`src/rtl/counter_updown_mod_pkg.sv`:
```
// Shared constants and helpers for the parametrised up/down counter.
// Also imported by the bench so both sides clamp loads the same way.
package counter_pkg;

  localparam logic DIR_UP   = 1'b1;
  localparam logic DIR_DOWN = 1'b0;

  localparam int MODE_WRAP = 0;
  localparam int MODE_SAT  = 1;

  function automatic logic [31:0] clamp_to_max(input logic [31:0] value,
                                               input logic [31:0] max_val);
    return (value > max_val) ? max_val : value;
  endfunction

endpackage

```
`src/rtl/counter_updown_mod_addsub_cell.sv`:
```
// One bit of the increment/decrement ripple chain.
// It is a half adder when counting up and a half subtractor when counting down.
module addsub_cell
  import counter_pkg::*;
(
  input  logic a,
  input  logic cin,
  input  logic up,
  output logic sum,
  output logic cout
);

  assign sum  = a ^ cin;
  // Down: a borrow propagates through bits that are already zero.
  assign cout = (up == DIR_UP) ? (a & cin) : (~a & cin);

endmodule

```
`src/rtl/counter_updown_mod.sv`:
```
// Up/down event counter with configurable width and modulus.
// Supports wrap or saturate at the boundaries, parallel load, a terminal-count pulse and a sticky overflow flag.
module counter_updown_mod
  import counter_pkg::*;
#(
  parameter int              WIDTH    = 8,
  parameter longint unsigned MAX_VAL  = (64'd1 << WIDTH) - 64'd1,
  parameter int              SATURATE = MODE_WRAP
) (
  input  logic             clk,
  input  logic             res,
  input  logic             clr,
  input  logic             load,
  input  logic [WIDTH-1:0] load_val,
  input  logic             en,
  input  logic             up,
  output logic [WIDTH-1:0] cnt,
  output logic             tc,
  output logic             ovf
);

  if (WIDTH < 1 || WIDTH > 32) begin : g_bad_width
    $fatal(1, "counter_updown_mod: WIDTH out of range 1..32");
  end
  if (MAX_VAL < 64'd1 || MAX_VAL > ((64'd1 << WIDTH) - 64'd1)) begin : g_bad_max
    $fatal(1, "counter_updown_mod: MAX_VAL out of range 1..2**WIDTH-1");
  end
  if (SATURATE != MODE_WRAP && SATURATE != MODE_SAT) begin : g_bad_mode
    $fatal(1, "counter_updown_mod: SATURATE must be 0 or 1");
  end

  localparam logic [WIDTH-1:0] MAX = WIDTH'(MAX_VAL);

  logic [WIDTH-1:0] cnt_reg, cnt_next;
  logic [WIDTH-1:0] step;
  logic [WIDTH-1:0] load_clamped;
  logic [WIDTH:0]   carry;
  logic             tc_reg, tc_next;
  logic             ovf_reg, ovf_next;
  logic             at_max, at_zero;

  assign carry[0] = 1'b1;

  for (genvar gi = 0; gi < WIDTH; gi++) begin : g_chain
    addsub_cell u_cell (
      .a    (cnt_reg[gi]),
      .cin  (carry[gi]),
      .up   (up),
      .sum  (step[gi]),
      .cout (carry[gi+1])
    );
  end

  assign load_clamped = WIDTH'(clamp_to_max(32'(load_val), 32'(MAX)));
  assign at_max       = (cnt_reg == MAX);
  assign at_zero      = (cnt_reg == '0);

  always_comb begin
    cnt_next = cnt_reg;
    tc_next  = 1'b0;
    ovf_next = ovf_reg;
    if (clr) begin
      cnt_next = '0;
      ovf_next = 1'b0;
    end else if (load) begin
      cnt_next = load_clamped;
    end else if (en) begin
      if (up == DIR_UP && at_max) begin
        cnt_next = (SATURATE == MODE_SAT) ? MAX : '0;
        tc_next  = 1'b1;
        ovf_next = 1'b1;
      end else if (up == DIR_DOWN && at_zero) begin
        cnt_next = (SATURATE == MODE_SAT) ? '0 : MAX;
        tc_next  = 1'b1;
        ovf_next = 1'b1;
      end else begin
        cnt_next = step;
      end
    end
  end

  always_ff @(posedge clk or posedge res) begin
    if (res) begin
      cnt_reg <= '0;
      tc_reg  <= 1'b0;
      ovf_reg <= 1'b0;
    end else begin
      cnt_reg <= cnt_next;
      tc_reg  <= tc_next;
      ovf_reg <= ovf_next;
    end
  end

  // The chain's final carry is not used for boundary detection because non-power-of-two moduli need a compare.
  // The carry must still agree with the all-ones and all-zeros cases.
  always_ff @(posedge clk) begin
    if (!res) begin
      assert (carry[WIDTH] == ((up == DIR_UP) ? (cnt_reg == '1) : (cnt_reg == '0)));
    end
  end

  assign cnt = cnt_reg;
  assign tc  = tc_reg;
  assign ovf = ovf_reg;

endmodule

```
`config.mk`:
```
export PLATFORM = sky130hd
export DESIGN_NAME = counter_updown_mod
export DESIGN_NICKNAME = d
export VERILOG_FILES = /design/src/rtl/counter_updown_mod_pkg.sv /design/src/rtl/counter_updown_mod_addsub_cell.sv /design/src/rtl/counter_updown_mod.sv
export SDC_FILE = /design/constraint.sdc
export NUM_CORES = 1
export LEC_CHECK = 0
export ABC_CLOCK_PERIOD_IN_PS = 2320
export CAP_MARGIN = 20
export CORE_MARGIN = 2
export CORE_UTILIZATION = 45
export CTS_CLUSTER_DIAMETER = 100
export DETAILED_ROUTE_END_ITERATION = 8
export PLACE_DENSITY = 0.77
export SETUP_SLACK_MARGIN = 0.02
export SYNTH_ARGS = -nofsm -noshare
export SYNTH_HDL_FRONTEND = slang
export SYNTH_HIERARCHICAL = 1
export SYNTH_SLANG_ARGS = --single-unit
```
`constraint.sdc`:
```
create_clock -name clk -period 2.32 [get_ports clk]
set_input_delay 0.232 -clock clk [delete_from_list [all_inputs] [get_ports clk]]
set_output_delay 0.232 -clock clk [all_outputs]
set_load 0.02 [all_outputs]
```
### Yosys cells after proc, flatten, opt, wreduce, memory -nomap -nowiden

Index checks and enable logic that the tools add are counted.

* logic and storage cells: 61
* register bits after elaboration: 10
* input bits: 14
* output and inout port bits: 10

* bitwise gates (word level): 27
* equal/unequal tests: 2
* mux-type cells: 22
* reductions and logical operators: 7

Operators by type and width (number)
* $mux W8: 5
* $mux W1: 17
* $and A1 B1 Y1: 12
* $eq A8 B8 Y1 const B: 1
* $logic_not A8 Y1: 1
* $not A1 Y1: 8
* $xor A1 B1 Y1: 7
* $reduce_bool A3 Y1: 2
* $reduce_and A3 Y1: 1
* $logic_and A1 B1 Y1: 2
* $ne A2 B2 Y1 const B: 1
* $reduce_bool A2 Y1: 1

### Depth between registers and ports, before layout

Gate-level depths: netlist of the first run.

* word-level depth: 20
* mapped depth: 11

### Cells and area by module

The synthesis of the first run kept the hierarchy.

By module, submodules not included
* counter_updown_mod: sequential area each 250.2 um^2, cells an instance 63, area an instance 591.8 um^2, times used 1
* addsub_cell: sequential area each 0.0 um^2, cells an instance 3, area an instance 23.8 um^2, times used 8

### Worst setup path before layout of the first run

OpenSTA, ideal clock, no wires.

* kind: register to register
* from: register cnt_reg[0], in the netlist cnt[0]
* to: register cnt_reg[7], in the netlist cnt[7]
* stages on the path, launching flop included: 12
* buffers on the path: 0
* setup slack: 0.114 ns
* arrival: 2.056 ns
* setup time: 0.150 ns
* cell sequence: dfrtp_1 > xnor2_1 > and2_1 > and2_1 > and2_1 > and2_1 > and2_1 > and2_1 > and2_1 > xor2_1 > a31oi_1 > o22ai_1

* word-level cells in the longest chain between the ends: 20
* elaborated cells on any way between the ends: 30
* those cells by class: eq/ne: 1; mux: 12; bitwise: 14; reduce/logical: 3

Ends and longest elaborated chain
* start: declaration: line counter_updown_mod.sv:34 `logic [WIDTH-1:0] cnt_reg, cnt_next;`
* start signal: assignment: line counter_updown_mod.sv:88 `cnt_reg <= cnt_next;`
* $not A1 Y1: line counter_updown_mod_addsub_cell.sv:15 `assign cout = (up == DIR_UP) ? (a & cin) : (~a & cin);`
* $mux W1 (*): line counter_updown_mod_addsub_cell.sv:15
* named net carry[1]: line counter_updown_mod.sv:37 `logic [WIDTH:0] carry;`
* $and A1 B1 Y1: line counter_updown_mod_addsub_cell.sv:15
* $mux W1 (*): line counter_updown_mod_addsub_cell.sv:15
* named net carry[2]: line counter_updown_mod.sv:37
* $and A1 B1 Y1: line counter_updown_mod_addsub_cell.sv:15
* $mux W1 (*): line counter_updown_mod_addsub_cell.sv:15
* named net carry[3]: line counter_updown_mod.sv:37
* (+2 left out)
* named net carry[4]: line counter_updown_mod.sv:37
* (+2 left out)
* named net carry[5]: line counter_updown_mod.sv:37
* (+2 left out)
* named net carry[6]: line counter_updown_mod.sv:37
* (+2 left out)
* named net carry[7]: line counter_updown_mod.sv:37
* $xor A1 B1 Y1 (*): line counter_updown_mod_addsub_cell.sv:13 `assign sum = a ^ cin;`
* named net step[7]: line counter_updown_mod.sv:35 `logic [WIDTH-1:0] step;`
* $mux W8 (*): line counter_updown_mod.sv:72 `end else if (up == DIR_DOWN && at_zero) begin`
* $mux W8 (*): line counter_updown_mod.sv:68 `if (up == DIR_UP && at_max) begin`
* $mux W8 (*): line counter_updown_mod.sv:67 `end else if (en) begin`
* $mux W8 (*): line counter_updown_mod.sv:65 `end else if (load) begin`
* $mux W8 (*): line counter_updown_mod.sv:62 `if (clr) begin`

The timed path passes the listed nets; every way through them passes the cells marked *. The select of a mux whose other input is x is not followed.
A chain may end at the register's enable or synchronous reset.

### Worst setup path after layout of the first run

* from: input port up
* to: register cnt_reg[7], in the netlist cnt[7]

* word-level cells in the longest chain between the ends: 19
* elaborated cells on any way between the ends: 28
* those cells by class: mux: 12; bitwise: 14; reduce/logical: 2

Ends and longest elaborated chain
* start: declaration: line counter_updown_mod.sv:16 `input logic up,`
* $mux W1: line counter_updown_mod_addsub_cell.sv:15
* $and A1 B1 Y1: line counter_updown_mod_addsub_cell.sv:15
* $mux W1 (*): line counter_updown_mod_addsub_cell.sv:15
* named net carry[2]: line counter_updown_mod.sv:37
* $and A1 B1 Y1: line counter_updown_mod_addsub_cell.sv:15
* $mux W1 (*): line counter_updown_mod_addsub_cell.sv:15
* named net carry[3]: line counter_updown_mod.sv:37
* $and A1 B1 Y1: line counter_updown_mod_addsub_cell.sv:15
* (+1 left out)
* named net carry[4]: line counter_updown_mod.sv:37
* (+2 left out)
* named net carry[5]: line counter_updown_mod.sv:37
* (+2 left out)
* named net carry[6]: line counter_updown_mod.sv:37
* (+2 left out)
* named net carry[7]: line counter_updown_mod.sv:37
* $xor A1 B1 Y1 (*): line counter_updown_mod_addsub_cell.sv:13
* named net step[7]: line counter_updown_mod.sv:35
* $mux W8 (*): line counter_updown_mod.sv:72
* $mux W8 (*): line counter_updown_mod.sv:68
* $mux W8 (*): line counter_updown_mod.sv:67
* $mux W8 (*): line counter_updown_mod.sv:65
* $mux W8 (*): line counter_updown_mod.sv:62

Marked as above.

==> qor.yml, run 1 <==
setup_path:
  path_common_cell: "and2_1"
  cp.arrival_ns: 2.25
  cp_num_cells: 12
  critPathSlowestCell: "clkdlybuf4s50_1"
  worstPathRequired_ns: 2.47
  critPathMaxStageDelay_ns: 0.51
  critPathBufInv: 2
  cp_top_family: "simple AND/OR/NAND/NOR gates"
  start_kind: "input port"
  critPathMaxFanout: 5
  worst-setup-path-type: "input port to flop"
  reg2reg_depth: 11
  crit_path_end_kind: "flop"
  path_cells: "clkdlybuf4s50_1 > buf_4 > xnor2_1 > and2_1 > and2_1 > and2_1 > and2_1 > and2_1 > and2_1 > xor2_1 > a31oi_1 > o22ai_1"
layout:
  drive_above_1_share_pct: 18.0
  mostFrequentLayoutCells: "clkdlybuf4s50_1, buf_4, dfrtp_1, nor3b_1, a21oi_1"
  layout.nets: 137
  largest_reg_flops: 8
  regArea_um2: 250
  areaGrowthSynthToFinish_pct: 48.4
  final_common_cell: "clkdlybuf4s50_1"
  nFillCells: 126
  antenna_cells: 0
  multiInputGateArea_um2: 493
detailed_routing:
  drtIter0Drc: 28
  post_drt_wl_per_cell_um: 14.3
  first_pass_iters: 4
  post-route-drc-count: 0
  wl_um: 1970
  vias: 784
  detail-route-antenna-nets: 0
  drt-vias-per-instance: 5.68
timing:
  min_period_ns: 2.10
  setup_ws_ns: 0.224
  timing.hold.ws_ns: 0.249
  worst_pin_slew_ns: 0.599
  rsz0062_at_grt: "false"
  maxSlewHeadroom_pct: 59.8
  skew_ns: 0.00753
  clock.fmax_ghz: 0.477
  slew_violations: 0
  hold_violations: 0
  timing.final.crit_share_pct: 90.3
  setup_viol: 0
power_and_ir_drop:
  pwr-share-clk_pct: 28.5
  intPower_uw: 383
  seqPwrFrac_pct: 37.0
  p_leak_nw: 0.468
  power_density_nw_per_um2: 490
  total_power_uw: 558
  swShare_pct: 31.4
  p_switching_uw: 175
  irDropWorstVdd_v: 0.000307
  pwr-share-comb_pct: 34.5
floorplanning:
  dieArea_um2: 2050
  start_util_pct: 49.2
  num_rows: 14
  core_um2: 1560
  die_w_um: 45.3
  die_y_um: 45.3
  io_pins: 24
grt:
  top_usage_layer: "met2"
  grt_pass1_vias: 818
  track_usage_pct: 22.9
  use_met2_pct: 39.1
  met3_usage_pct: 3.60
  grt_max_degree: 18
  overflow: 0
  antenna_found_initial: 0
  met1_usage_pct: 27.7
  grt_pass1_wl_um: 3370
clocking:
  htreeDepth: 1
  clock_path_buffers: 2
  cts_made_buffers: 3
  cts_tree: "done"
  path_clk_slew_ns: 0.08
  cts_setup_buffers: 0
  cts_sinks: 10
  hold_buffers: 0
  clk_latency_ns: 0.26
  cts.root.buffer_cell: "clkbuf_4"
  post_cts_resized: 0
outcome:
  status: "finished clean"
placed_design:
  portBuffers: 23
  post-dp-hpwl_um: 1440
  pre_cts_slack_ns: -0.0738
  place_congestion: 0.777
logic_synthesis:
  synth_area_um2: 767
  yosysWarnings: 6
  syn_avg_cell_area_um2: 9.02
  synth_cells: 85
hold_path:
  min_path_type: "input port to asynchronous set/reset pin"
flow_run:
  maxCapViolCount: 0
==> power by group through the flow <==
stage | Clock [mW] | Sequential (mW) | Combinational (mW)
CTS | 0.160 | 0.207 | 0.192
finish | 0.159 | 0.206 | 0.193
global route | 0.168 | 0.209 | 0.211
detailed placement | 0 | 0.210 | 0.191
floorplan | 0 | 0.222 | 0.0922
global placement | 0 | 0.209 | 0.188
==> area by class of cell <==
type / count / share of cell area [%]
multi-input combinational: 69 / 43.3
timing repair buffer: 36 / 28.8
sequential: 10 / 22.0
clock buffer: 4 / 3.19
tap: 16 / 1.76
inverter: 3 / 0.989
==> through the flow <==
stage                     setup TNS [ns]  utilization, %  cells  instance area, µm²
after floorplan                        0               -     86                 771
after global placement           -0.0103            70.7    134                1100
after detailed placement         -0.0738            70.7    134                1100
after CTS                              0            73.0    138                1140
after global routing                   0            73.0    138                1140
final                                  0            73.0    138                1140
==> worst paths after layout <==
path                           to  slack [ns]    from
max                        cnt[7]        0.22      up
min                        cnt[2]        0.25     res
max reg2reg                cnt[7]        0.29  cnt[0]
min reg2reg                   ovf        0.58     ovf
max in group asynchronous      tc        1.77     res
min in group clk              ovf        0.58     ovf
==> per-layer routing <==
layer  routed length [µm]  share of wire [%]
met1                  887                 45
met2                  949                 48
met4                   31                1.6
met3                   98                5.0
met5                    0                  0
Power figures use the tool's default switching activity.
==> run 2: changes to the inputs <==
--- a/config.mk
+++ b/config.mk
@@ -13,6 +13,7 @@
 export DETAILED_ROUTE_END_ITERATION = 8
 export PLACE_DENSITY = 0.77
 export SETUP_SLACK_MARGIN = 0.02
+export SKIP_CTS_REPAIR_TIMING = 1
 export SYNTH_ARGS = -nofsm -noshare
 export SYNTH_HDL_FRONTEND = slang
 export SYNTH_HIERARCHICAL = 1
==> results of run 2 <==
Final layout, timing and power as in run 1 (identical DEF).
